**src/rtl/i2c_init_pkg.sv**
```systemverilog
// i2c_init_pkg: constants shared by the AK4619 power-up I2C sequencer.
//   - codec write-address byte
//   - 17-entry sequence ROM: transaction 1 (14 bytes) followed by
//     transaction 2 (3 bytes)
//   - per-transaction byte counts
//   - sequencer state enum
package i2c_init_pkg;

  localparam logic [7:0] CODEC_ADDR_WR = 8'h20;  // 7-bit address 0x10, R/W=0

  localparam int TXN1_BYTES = 14;
  localparam int TXN2_BYTES = 3;
  localparam int SEQ_LEN    = TXN1_BYTES + TXN2_BYTES;

  // Transaction 1 programs registers 0x00-0x0B via auto-increment;
  // transaction 2 rewrites register 0x00 to release the ADC/DAC resets.
  localparam logic [7:0] SEQ_ROM [0:SEQ_LEN-1] = '{
    CODEC_ADDR_WR, 8'h00,
    8'h36, 8'hAE, 8'h1C, 8'h01, 8'h22, 8'h22,
    8'h30, 8'h30, 8'h30, 8'h30, 8'h22, 8'h00,
    CODEC_ADDR_WR, 8'h00, 8'h37
  };

  typedef enum logic [2:0] {
    ST_DELAY,
    ST_START,
    ST_BYTE,
    ST_STOP,
    ST_GAP,
    ST_DONE
  } state_e;

endpackage

```
**src/rtl/i2c_init_byte_tx.sv**
```systemverilog
// i2c_byte_tx: serialises one byte plus a released ACK bit as a
// 36-cycle SCL/SDA pattern (9 bits x 4 cycles, MSB first).
//   clk, rst     clock, synchronous active-high reset
//   go_i         start a new byte; its first cycle is produced this edge
//   byte_i       byte to send, sampled when go_i is high
//   scl_o/sda_o  line values for the cycle being produced at this edge
//                (combinational; the parent registers them)
//   byte_done_o  one-cycle pulse the cycle after the last (ACK) cycle
module i2c_byte_tx (
  input  logic       clk,
  input  logic       rst,
  input  logic       go_i,
  input  logic [7:0] byte_i,
  output logic       scl_o,
  output logic       sda_o,
  output logic       byte_done_o
);

  logic       active_q;
  logic [3:0] bit_q;
  logic [1:0] ph_q;
  logic [7:0] shreg_q;
  logic       done_q;

  logic [3:0] cur_bit;
  logic [1:0] cur_ph;
  logic       cur_msb;

  // go_i restarts at bit 0 / phase 0 in the same edge, so the next byte
  // follows the previous one with no idle cycle in between.
  assign cur_bit = go_i ? 4'd0 : bit_q;
  assign cur_ph  = go_i ? 2'd0 : ph_q;
  assign cur_msb = go_i ? byte_i[7] : shreg_q[7];

  assign scl_o       = (cur_ph == 2'd1) || (cur_ph == 2'd2);
  assign sda_o       = (cur_bit == 4'd8) ? 1'b1 : cur_msb;  // ACK slot released
  assign byte_done_o = done_q;

  always_ff @(posedge clk) begin
    if (rst) begin
      active_q <= 1'b0;
      bit_q    <= '0;
      ph_q     <= '0;
      shreg_q  <= '0;
      done_q   <= 1'b0;
    end else begin
      done_q <= 1'b0;
      if (go_i) begin
        active_q <= 1'b1;
        shreg_q  <= byte_i;
        bit_q    <= '0;
        ph_q     <= 2'd1;
      end else if (active_q) begin
        ph_q <= ph_q + 2'd1;
        if (ph_q == 2'd3) begin
          shreg_q <= {shreg_q[6:0], 1'b0};
          if (bit_q == 4'd8) begin
            active_q <= 1'b0;
            bit_q    <= '0;
            done_q   <= 1'b1;
          end else begin
            bit_q <= bit_q + 4'd1;
          end
        end
      end
    end
  end

endmodule

```
**src/rtl/i2c_init.sv**
```systemverilog
// i2c_init: power-up I2C configuration sequencer for the AK4619 codec.
// After reset it writes the two transactions held in SEQ_ROM, then idles
// with both lines released and done high.
//   clk      sequencer clock (LRCK frame clock)
//   rst      synchronous active-high reset; aborts and restarts everything
//   scl      SCL drive, 1 = release, 0 = pull low (registered)
//   sda_out  SDA drive, 1 = release, 0 = pull low (registered)
//   done     high once both transactions have completed (registered)
// Build option: I2C_INIT_STARTUP_DELAY_EN holds the bus idle for
// STARTUP_CYCLES cycles before the first START; otherwise START follows
// reset release directly and STARTUP_CYCLES only sizes the phase counter.
module i2c_init
  import i2c_init_pkg::*;
#(
  parameter int STARTUP_CYCLES = 4096
) (
  input  logic clk,
  input  logic rst,
  output logic scl,
  output logic sda_out,
  output logic done
);

  localparam int CW = (STARTUP_CYCLES > 4) ? $clog2(STARTUP_CYCLES) : 2;

`ifdef I2C_INIT_STARTUP_DELAY_EN
  localparam state_e RST_STATE = ST_DELAY;
`else
  localparam state_e RST_STATE = ST_START;
`endif

  // state_q/cnt_q name the bus cycle that the next edge will produce.
  state_e        state_q;
  logic [CW-1:0] cnt_q;
  logic [4:0]    idx_q;   // next ROM entry to send
  logic [3:0]    rem_q;   // bytes still to start in this transaction
  logic          txn_q;   // 0 = register block write, 1 = reset release
  logic          scl_q, sda_q, done_q;

  logic go, tx_scl, tx_sda, tx_done;

  // In BYTE, cnt_q==0 marks the first byte after START; later bytes are
  // launched back-to-back off byte_done.
  assign go = (state_q == ST_BYTE) &&
              ((cnt_q == '0) || (tx_done && (rem_q != 4'd0)));

  i2c_byte_tx u_tx (
    .clk        (clk),
    .rst        (rst),
    .go_i       (go),
    .byte_i     (SEQ_ROM[idx_q]),
    .scl_o      (tx_scl),
    .sda_o      (tx_sda),
    .byte_done_o(tx_done)
  );

  always_ff @(posedge clk) begin
    if (rst) begin
      state_q <= RST_STATE;
      cnt_q   <= '0;
      idx_q   <= '0;
      rem_q   <= '0;
      txn_q   <= 1'b0;
      scl_q   <= 1'b1;
      sda_q   <= 1'b1;
      done_q  <= 1'b0;
    end else begin
      case (state_q)
        ST_DELAY: begin
          scl_q <= 1'b1;
          sda_q <= 1'b1;
          if (cnt_q == CW'(STARTUP_CYCLES - 1)) begin
            state_q <= ST_START;
            cnt_q   <= '0;
          end else begin
            cnt_q <= cnt_q + 1'b1;
          end
        end
        ST_START: begin
          scl_q <= (cnt_q != CW'(2));
          sda_q <= (cnt_q == CW'(0));
          if (cnt_q == CW'(2)) begin
            state_q <= ST_BYTE;
            cnt_q   <= '0;
            rem_q   <= txn_q ? 4'(TXN2_BYTES) : 4'(TXN1_BYTES);
          end else begin
            cnt_q <= cnt_q + 1'b1;
          end
        end
        ST_BYTE: begin
          if (tx_done && (rem_q == 4'd0)) begin
            // First STOP cycle is produced here so it abuts the ACK bit.
            scl_q   <= 1'b0;
            sda_q   <= 1'b0;
            state_q <= ST_STOP;
            cnt_q   <= CW'(1);
          end else begin
            scl_q <= tx_scl;
            sda_q <= tx_sda;
          end
          if (go) begin
            cnt_q <= CW'(1);
            rem_q <= rem_q - 4'd1;
            idx_q <= (idx_q == 5'(SEQ_LEN - 1)) ? 5'd0 : idx_q + 5'd1;
          end
        end
        ST_STOP: begin
          scl_q <= 1'b1;
          sda_q <= (cnt_q == CW'(2));
          if (cnt_q == CW'(2)) begin
            state_q <= txn_q ? ST_DONE : ST_GAP;
            cnt_q   <= '0;
          end else begin
            cnt_q <= cnt_q + 1'b1;
          end
        end
        ST_GAP: begin
          scl_q <= 1'b1;
          sda_q <= 1'b1;
          if (cnt_q == CW'(3)) begin
            state_q <= ST_START;
            cnt_q   <= '0;
            txn_q   <= 1'b1;
          end else begin
            cnt_q <= cnt_q + 1'b1;
          end
        end
        ST_DONE: begin
          scl_q  <= 1'b1;
          sda_q  <= 1'b1;
          done_q <= 1'b1;
        end
        default: state_q <= ST_DONE;
      endcase
    end
  end

  assign scl     = scl_q;
  assign sda_out = sda_q;
  assign done    = done_q;

endmodule

```
**config.mk**
```make
export PLATFORM = sky130hd
export DESIGN_NAME = i2c_init
export DESIGN_NICKNAME = d
export VERILOG_FILES = /design/src/rtl/i2c_init_pkg.sv /design/src/rtl/i2c_init_byte_tx.sv /design/src/rtl/i2c_init.sv
export SDC_FILE = /design/constraint.sdc
export NUM_CORES = 1
export LEC_CHECK = 0
export CORE_MARGIN = 3
export CORE_UTILIZATION = 67
export CTS_CLUSTER_DIAMETER = 40
export CTS_CLUSTER_SIZE = 10
export DETAILED_ROUTE_END_ITERATION = 12
export GPL_TIMING_DRIVEN = 0
export HOLD_SLACK_MARGIN = 0.1
export PLACE_DENSITY = 0.94
export REMOVE_ABC_BUFFERS = 1
export SLEW_MARGIN = 15
export SYNTH_ARGS = -nofsm -noshare
export SYNTH_HDL_FRONTEND = slang
export SYNTH_HIERARCHICAL = 1
export SYNTH_SLANG_ARGS = --single-unit
```
**constraint.sdc**
```tcl
create_clock -name clk -period 4.22 [get_ports clk]
set_input_delay 0.844 -clock clk [delete_from_list [all_inputs] [get_ports clk]]
set_output_delay 0.844 -clock clk [all_outputs]
set_load 0.02 [all_outputs]
```
# [Word level (Yosys, flattened, before mapping)]
# Memories as Yosys holds them, arrays and structs flattened.
# Index checks and enable logic that the tools add are counted.
[totals] rom_bits=256 memories=1 wordCells=113 in_bits=2 out_inout_bits=3 ff_bits=44
[memory_table] name="(name not given)" words=32 width=8 rd=1 rd_ports_with_merged_regs=0 write_ports=0 line="i2c_init.sv:51" text=".byte_i (SEQ_ROM[idx_q]),"
[classes] mux=39 n_addsub=5 n_reduce_logical=27 eq_ne=22 n_bitwise=4 order_cmp=1
[ops] op="12-bit two-way mux" n=5
[ops] op="12-bit case mux with 4 select lines" n=1
[ops] op="8-bit two-way mux" n=5
[ops] op="12-bit by 2-bit == test with 1-bit output, second input constant" n=2
[ops] op="4-bit two-way mux" n=5
[ops] op="3-bit case mux with 6 select lines" n=1
[ops] op="3-bit two-way mux" n=5
[ops] op="12-bit by 1-bit adder with 12-bit output, second input constant" n=1
[ops] op="12-bit == test, second input constant" n=1
[ops] op="12-bit logical NOT" n=1
[ops] op="1-bit two-way mux" n=12
[ops] op="12-bit by 2-bit != test with 1-bit output, second input constant" n=1
[ops] op="4-bit nonzero test" n=3
[ops] op="2-bit AND reduction" n=5
[ops] op="4-bit == test, second input constant" n=2
[ops] op="2-bit != test, second input constant" n=4
[ops] op="4-bit case mux with 2 select lines" n=1
[ops] op="4-bit OR reduction" n=2
[ops] op="3-bit by 2-bit == test with 1-bit output, second input constant" n=2
[ops] op="3-bit == test, second input constant" n=2
[ops] op="6-bit >= comparator, second input constant" n=1
[ops] op="5-bit inverter with 6-bit output" n=1
[ops] op="6-bit AND reduction" n=1
[ops] op="2-bit nonzero test" n=3
[ops] op="23 further kinds" n=31

# [Logic depth before layout (Yosys ltp)]
# Gate-level depths: netlist (run 1).
[depth] depth_word=9 mapped_depth=13 depth_no_buf=11

# [Cells and area by module]
# The synthesis (run 1) kept the hierarchy.
[modules_own_cells] module="i2c_init" cells_per_inst=232 seq_area_each_um2=560.5 n_inst=1 area_per_inst_um2=1854.3
[modules_own_cells] module="i2c_byte_tx" cells_per_inst=87 seq_area_each_um2=320.3 n_inst=1 area_per_inst_um2=754.5

# [Least setup slack after synthesis (run 1)]
# OpenSTA, ideal clock, no wires.
[synth_path] kind="register to register" from="register cnt_q[6]" to="register scl_q (netlist: scl)" synth_period_minus_slack_ps=2211 setup_time_ps=122 n_path_buf=3 path_stages_with_launch=10 required_time_ps=4098 setup_slack_ps=2009 arrival_time_ps=2089 cell_sequence="dfxtp_1 > buf_2 > nor4_4 > nand4_1 > a21o_1 > buf_6 > inv_2 > clkbuf_1 > nor2_1 > a221o_1"
[synth_via] elab_chain_len=8 word_cells_on_any_way=10 classes_between="3 x eq/ne; 3 x mux; 4 x reduce/logical"
[synth_rtl] element="start: declaration" line="i2c_init.sv:34" text="logic [CW-1:0] cnt_q;"
[synth_rtl] element="start signal: assignment" line="i2c_init.sv:76" text="cnt_q <= cnt_q + 1'b1;"
[synth_rtl] element="start signal: assignment" line="i2c_init.sv:87" text="cnt_q <= cnt_q + 1'b1;"
[synth_rtl] element="start signal: assignment" line="i2c_init.sv:114" text="cnt_q <= cnt_q + 1'b1;"
[synth_rtl] element="12-bit logical NOT (*)" line="i2c_init.sv:45" text="((cnt_q == '0) || (tx_done && (rem_q != 4'd0)));"
[synth_rtl] element="1-bit logical OR (*)" line="i2c_init.sv:45"
[synth_rtl] element="1-bit logical AND (*)" line="i2c_init.sv:44" text="assign go = (state_q == ST_BYTE) &&"
[synth_rtl] element="net go" line="i2c_init.sv:40" text="logic go, tx_scl, tx_sda, tx_done;"
[synth_rtl] element="2-bit two-way mux (*)" line="i2c_init_byte_tx.sv:32" text="assign cur_ph = go_i ? 2'd0 : ph_q;"
[synth_rtl] element="2-bit by 1-bit == test with 1-bit output / 2-bit == test (equally long branches)" line="i2c_init_byte_tx.sv:35" text="assign scl_o = (cur_ph == 2'd1) || (cur_ph == 2'd2);"
[synth_rtl] element="1-bit logical OR (*)" line="i2c_init_byte_tx.sv:35"
[synth_rtl] element="net tx_scl" line="i2c_init.sv:40"
[synth_rtl] element="1-bit two-way mux (*)" line="i2c_init.sv:91" text="if (tx_done && (rem_q == 4'd0)) begin"
[synth_rtl] element="1-bit case mux with 3 select lines (*)" line="i2c_init.sv:68" text="case (state_q)"
[synth_rtl] element="end signal: assignment" line="i2c_init.sv:80" text="scl_q <= (cnt_q != CW'(2));"
[synth_rtl] element="end signal: assignment" line="i2c_init.sv:98" text="scl_q <= tx_scl;"
[synth_rtl] element="end: declaration" line="i2c_init.sv:38" text="logic scl_q, sda_q, done_q;"
# Mark *: on every way through the listed nets, which the timed path passes. The rest lies on a longest branch.
# A chain may end at the register's enable or synchronous reset.

# [Worst setup path in the final report (run 1)]
[layout_path] from="register cnt_q[5]" to="register sda_q (netlist: sda_out)"
[layout_via] elab_chain_len=8 word_cells_on_any_way=10 classes_between="2 x eq/ne; 5 x mux; 3 x reduce/logical"
[layout_rtl] element="12-bit logical NOT (*)" line="i2c_init.sv:45"
[layout_rtl] element="1-bit logical OR (*)" line="i2c_init.sv:45"
[layout_rtl] element="1-bit logical AND (*)" line="i2c_init.sv:44"
[layout_rtl] element="net go" line="i2c_init.sv:40"
[layout_rtl] element="4-bit two-way mux" line="i2c_init_byte_tx.sv:31" text="assign cur_bit = go_i ? 4'd0 : bit_q;"
[layout_rtl] element="4-bit == test" line="i2c_init_byte_tx.sv:36" text="assign sda_o = (cur_bit == 4'd8) ? 1'b1 : cur_msb;"
[layout_rtl] element="1-bit two-way mux (*)" line="i2c_init_byte_tx.sv:36"
[layout_rtl] element="net tx_sda" line="i2c_init.sv:40"
[layout_rtl] element="1-bit two-way mux (*)" line="i2c_init.sv:91"
[layout_rtl] element="1-bit case mux with 4 select lines (*)" line="i2c_init.sv:68"
[layout_rtl] element="end signal: assignment" line="i2c_init.sv:81" text="sda_q <= (cnt_q == CW'(0));"
[layout_rtl] element="end signal: assignment" line="i2c_init.sv:99" text="sda_q <= tx_sda;"
[layout_rtl] element="end signal: assignment" line="i2c_init.sv:109" text="sda_q <= (cnt_q == CW'(2));"
[layout_rtl] element="end: declaration" line="i2c_init.sv:38"
# Marks and branches as above.

==> results.cfg, run 1 <==
[run_status]
outcome = completed

[yosys]
yosysWarnings = 6
ys_async_sr_fraction_pct = 0
netlist_area_um2 = 2610
netlist_instances = 319
synth_cell_types = 59
syn_area_per_cell_um2 = 8.18
synth_edf_count = 0
seq_area_frac_synth_pct = 33.8
ys_seq_elements = 44
ys.flop_type = dfxtp_1

[critical_path]
r2r_cells = 9
crit_fanout = 30
cp.required_ns = 4.42
critPathArrivalTime_ns = 3.01
endpoint_kind = flip-flop
worstSetupPathType = reg -> reg
startpoint_type = flip-flop

[worst_hold_path]
hold_class = reg -> reg
hold_path_depth = 2

[finish]
drive_gt1_share_pct = 5.77
postLayoutCellArea_um2 = 2700
fin_nets = 326
num-fill-cells = 297
syn_to_final_growth_pct = 3.31
diodes = 0

[clock_tree]
cts_hold_buf = 0
path_clk_slew_ns = 0.09
numCtsBuffers = 5
cts_tree = yes
post-cts-setup-buffers = 0
cts_sinks = 44
clockBufferDepth = 2
worstSkewPairLatency_ns = 0.31
cts_root_buf = clkbuf_8
cts_resized = 0
htree_levels = 2

[placement]
portBuffers = 4
postPlaceCellArea_um2 = 2620
place_worst_setup_slack_ns = 1.34
routabilityCongestion = 0.893
hpwlAfterDp_mm = 3.69

[global_routing]
gr-total-overflow = 0
grt_pass1_vias = 2012
grt_pass1_wl_mm = 9.00
antenna_found_initial = 0
grt_use_total_pct = 25.1
grt_max_degree = 34

[detailed_routing]
drt_iter0_markers = 257
routed_wl_mm = 5.43
routed-via-count = 2243
avgViaCountPerCell = 6.23
drt_pre_antenna_iters = 5
drt-wirelength-per-cell_um = 15.1
drc_errors = 0
antenna_left = 0

[floorplanning]
coreArea_um2 = 3720
rows = 22
fp.dieW_um = 68.4
dieHeight_um = 68.4
start_util_pct = 70.2
die-area_um2 = 4680
ios = 5

[timing]
worstMarginPinSlew_ns = 0.616
worst_slack_ns = 1.41
finalSetupTns_ns = 0
clock_skew_ns = 0.0106
finalHoldViolations = 0
slew_viol_final = 0
fin_crit_ns = 2.81
relSlewSlack_pct = 58.9
post-route-period-util_pct = 66.5
setup_violations = 0
grt_setup_unrepaired = no
timing.fmax_mhz = 356

[power]
ir_drop_v = 0.000235
leakagePower_uw = 0.000962
powerDensity_nw_per_um2 = 424
design_power_total_uw = 1140

[job]
drv_cap = 0
cell type report:
cell class              count  area [um2]  share of cell area [%]
multi-input cells         241        1580                    58.7
flip-flops and latches     44         881                    32.7
clock buffers               6        72.6                    2.69
inverters                  16        60.1                    2.23
well taps                  48        60.1                    2.23
repair buffers              4        35.0                    1.30
clock inverters             1        5.00                   0.186
worst max-delay path, stage by stage (launching register included):
cell	delay, ns
dfxtp_1	0.38
nor4_4	0.55
nand4_1	0.26
a21o_1	0.38
inv_2	0.39
nor2b_1	0.26
nor2_1	0.10
nand2_1	0.06
nand2_1	0.05
a211o_1	0.28
cells by family after synthesis:
| kind of cell | count (synthesis) | synth area share (%) |
|---|---|---|
| compound gates | 73 | 19.0 |
| xor+xnor | 14 | 4.70 |
| fa+ha+maj | 12 | 5.76 |
| buf+inv | 34 | 5.61 |
| flops | 44 | 33.8 |
| mux | 4 | 1.53 |
| other cells | 1 | 0.144 |
| simple gates | 137 | 29.4 |
per-stage QoR:
step / hold slack (ns) / utilization [%] / instances
global route: 0.518 / 72.5 / 360
detailed placement: 0.501 / 70.6 / 353
finish: 0.506 / 72.5 / 360
CTS: 0.511 / 72.7 / 360
global placement: 0.450 / 70.6 / 353
floorplan: 0.446 / - / 301
report_power, final:
| part | internal, uW | switching [uW] | leakage (uW) |
|---|---|---|---|
| logic | 145 | 217 | 0.000565 |
| clock network | 113 | 141 | 0.0000410 |
| registers | 457 | 70.3 | 0.000356 |
| total | 715 | 428 | 0.000962 |
layout by cell type (no fill, tap or decap), types with 11 or more instances in the layout:
master and n:
a211oi_1 11, dfxtp_1 44, nor3_1 15, ha_1 12
nand2_1 21, a21oi_1 20, inv_1 15, o21ai_0 11
nand3_1 13, nor2_1 25
cell usage after synthesis (4+ instances only):
| library cell | n | area share [%] |
|---|---|---|
| xor2_1 | 6 | 2.0 |
| ha_1 | 12 | 5.8 |
| a211oi_1 | 11 | 3.2 |
| nand2b_1 | 5 | 1.2 |
| xnor2_1 | 8 | 2.7 |
| clkbuf_1 | 11 | 1.6 |
| a21oi_1 | 20 | 3.8 |
| inv_1 | 15 | 2.2 |
| o31ai_1 | 4 | 1.2 |
| nand2_1 | 21 | 3.0 |
| dfxtp_1 | 44 | 34 |
| and3_1 | 10 | 2.4 |
| nor2_1 | 25 | 3.6 |
| nand4_1 | 8 | 1.9 |
| nand3_1 | 13 | 2.5 |
| nor3b_1 | 4 | 1.2 |
| nor2b_1 | 8 | 1.9 |
| mux2i_1 | 4 | 1.5 |
| or3_1 | 6 | 1.4 |
| nor3_1 | 15 | 2.9 |
| o21ai_0 | 11 | 2.1 |
path summary, 6_finish.rpt:
kind / start / to / slack, ns
worst min register to register: rem_q[0]$_SDFFE_PP0P_ / rem_q[0]$_SDFFE_PP0P_ / 0.51
worst max register to register: cnt_q[5]$_SDFFE_PP0P_ / sda_out$_SDFFE_PP1P_ / 1.41
worst min-delay path: rem_q[0]$_SDFFE_PP0P_ / rem_q[0]$_SDFFE_PP0P_ / 0.51
worst max-delay path: cnt_q[5]$_SDFFE_PP0P_ / sda_out$_SDFFE_PP1P_ / 1.41
state kept, by name, summed over array words and instances (netlist names), 2 cells and up:
signal        flops
rem_q             4
idx_q             5
u_tx/ph_q         2
u_tx/shreg_q      8
state_q           3
cnt_q            12
u_tx/bit_q        4
routing by layer:
layer,vias to the layer above,share of wire [%],track usage (%)
li1,1136,-,-
met1,1059,46,32.0
met2,39,49,42.3
met3,9,3.1,4.11
met4,0,1.7,8.68
met5,-,0,0
Note: power is estimated with default switching activity, not from simulation.
==> run 2, diff against run 1 <==
--- a/config.mk
+++ b/config.mk
@@ -6,13 +6,13 @@
 export NUM_CORES = 1
 export LEC_CHECK = 0
 export CORE_MARGIN = 3
-export CORE_UTILIZATION = 67
+export CORE_UTILIZATION = 56
 export CTS_CLUSTER_DIAMETER = 40
 export CTS_CLUSTER_SIZE = 10
 export DETAILED_ROUTE_END_ITERATION = 12
 export GPL_TIMING_DRIVEN = 0
 export HOLD_SLACK_MARGIN = 0.1
-export PLACE_DENSITY = 0.94
+export PLACE_DENSITY = 0.85
 export REMOVE_ABC_BUFFERS = 1
 export SLEW_MARGIN = 15
 export SYNTH_ARGS = -nofsm -noshare
==> constraint.sdc (replaced) <==
create_clock -name clk -period 2.45 [get_ports clk]
set_input_delay 0.49 -clock clk [delete_from_list [all_inputs] [get_ports clk]]
set_output_delay 0.49 -clock clk [all_outputs]
set_load 0.02 [all_outputs]
==> run 2 against run 1 <==
Compared with the run above: non-clock buffer count is 2 higher; first-iteration DRC count down 19%; routed wire length rose by 4.3%; utilization fell by 8.7 points; register-to-register slack got worse by 1.2 ns; fmax up 25%; via count grew 2.2%; critical path depth shrank 1; largest power group unchanged.
==> results.cfg, run 2 (synthesized netlist as in run 1, its figures left out) <==
[run_status]
outcome = completed

[timing]
grt_setup_unrepaired = no
clock_skew_ns = 0.0113
fin_crit_ns = 2.25
whs_ns = 0.479
timing.fmax_mhz = 445
setup_violations = 0
finalHoldViolations = 0
post-route-period-util_pct = 91.8
relSlewSlack_pct = 57.6
worstMarginPinSlew_ns = 0.635
slew_viol_final = 0

[clock_tree]
cts_tree = yes
numCtsBuffers = 5
cts_sinks = 44
htree_levels = 2
cts_root_buf = clkbuf_8
cts_hold_buf = 0
path_clk_slew_ns = 0.08
clockBufferDepth = 2
worstSkewPairLatency_ns = 0.31

[critical_path]
crit_start = state_q[2]$_SDFFE_PP0P_
regToRegEndpoint = sda_out$_SDFFE_PP1P_
critPathArrivalTime_ns = 2.44
crit_fanout = 30
worstSetupPathType = reg -> reg
reg2reg_from = state_q[2]$_SDFFE_PP0P_
cp.required_ns = 2.64
r2r_cells = 8
r2r_slack_ns = 0.20
endpoint_kind = flip-flop
startpoint_type = flip-flop

[placement]
hpwlAfterDp_mm = 3.54
dp_cells = 357
routabilityCongestion = 0.934
postPlaceCellArea_um2 = 2630
portBuffers = 4

[finish]
layoutNonFillerInstCount = 367
top_regs = cnt_q (12), u_tx/shreg_q (8), idx_q (5)
final_common_cell = dfxtp_1
fin_nets = 328
syn_to_final_growth_pct = 7.91
final_util_pct = 63.8
postLayoutCellArea_um2 = 2820
largest_register = cnt_q
drive_gt1_share_pct = 8.25
diodes = 0
largest_register_ff_count = 12
final_cell_mix = 43 x dfxtp_1, 24 x nor2_1, 21 x nand2_1, 20 x a21oi_1

[worst_hold_path]
hold_path_depth = 2
hold_class = reg -> reg
min_to = done$_SDFFE_PP0N_
min_from = done$_SDFFE_PP0N_

[global_routing]
grt_pass1_wl_mm = 9.25
gr-total-overflow = 0
antenna_found_initial = 0
grt_use_total_pct = 21.4
grt_pass1_vias = 2033
grt_max_degree = 34

[floorplanning]
fp.dieW_um = 74.3
start_util_pct = 59.1
rows = 24
dieHeight_um = 74.3
ios = 5
die-area_um2 = 5510
coreArea_um2 = 4410

[detailed_routing]
antenna_left = 0
wl_met3_um = 252
drt-wirelength-per-cell_um = 15.4
drt_pre_antenna_iters = 5
wl_met2_mm = 2.72
top_layer = met4
routed-via-count = 2293
drc_errors = 0
wl_met1_mm = 2.56
drt_iter0_markers = 209
routed_wl_mm = 5.66
avgViaCountPerCell = 6.25

[power]
design_power_total_uw = 2320
leakagePower_uw = 0.00101
powerDensity_nw_per_um2 = 823
ir_drop_v = 0.000521

[job]
drv_cap = 0
[run 2: final cells by class]
type                    instances  area [um2]
inverters                      16        65.1
repair buffers                  6        50.0
well taps                      52        65.1
clock inverters                 3        90.1
flip-flops and latches         44         882
multi-input cells             241        1590
clock buffers                   5        68.8
fillers                       352        1600
[run 2: critical path: stages (launching register included)]
cell     delay [ns]
dfxtp_1        0.49
or3b_4         0.51
a21o_4         0.27
inv_6          0.18
nor2b_1        0.19
nor2_1         0.09
nand2_1        0.07
nand2_1        0.05
a211o_1        0.29
[run 2: stage by stage]
| step | setup TNS (ns) | setup slack (ns) |
|---|---|---|
| floorplan | 0 | 0.210 |
| global placement | -1.44 | -0.194 |
| detailed placement | -2.10 | -0.202 |
| CTS | 0 | 0.0189 |
| global route | 0 | 0.0713 |
| finish | 0 | 0.202 |
[run 2: repair_timing]
| item | 4_1_cts | 5_1_grt |
|---|---|---|
| pin swaps | 2 | 0 |
| setup endpoints to repair | 1 | 1 |
| buffers inserted | 2 | 0 |
| resized for setup | 3 | 4 |
[run 2: how the worst max path moves through the flow]
stage / cells past startpoint / endpoint
2_1_floorplan: 9 / sda_out$_SDFFE_PP1P_
3_3_place_gp: 8 / sda_out$_SDFFE_PP1P_
3_5_place_dp: 9 / sda_out$_SDFFE_PP1P_
4_1_cts: 8 / sda_out$_SDFFE_PP1P_
5_1_grt: 9 / sda_out$_SDFFE_PP1P_
6_report: 8 / sda_out$_SDFFE_PP1P_
[run 2: where the power goes]
| group | total, uW | internal, uW | switching, uW |
|---|---|---|---|
| registers | 910 | 789 | 121 |
| clock network | 783 | 510 | 273 |
| logic | 625 | 252 | 373 |
| total | 2320 | 1550 | 767 |
[run 2: per-layer routing]
layer,GRT usage [%],vias up
met5,0,-
met4,8.10,0
met3,5.54,17
met1,27.6,1068
met2,34.4,67
li1,-,1141
==> run 3, diff against run 2 <==
--- a/config.mk
+++ b/config.mk
@@ -19,3 +19,4 @@
 export SYNTH_HDL_FRONTEND = slang
 export SYNTH_HIERARCHICAL = 1
 export SYNTH_SLANG_ARGS = --single-unit
+export TNS_END_PERCENT = 50
==> results of run 3 <==
Same layout as run 2: the final DEF is identical, and so are final timing and power.
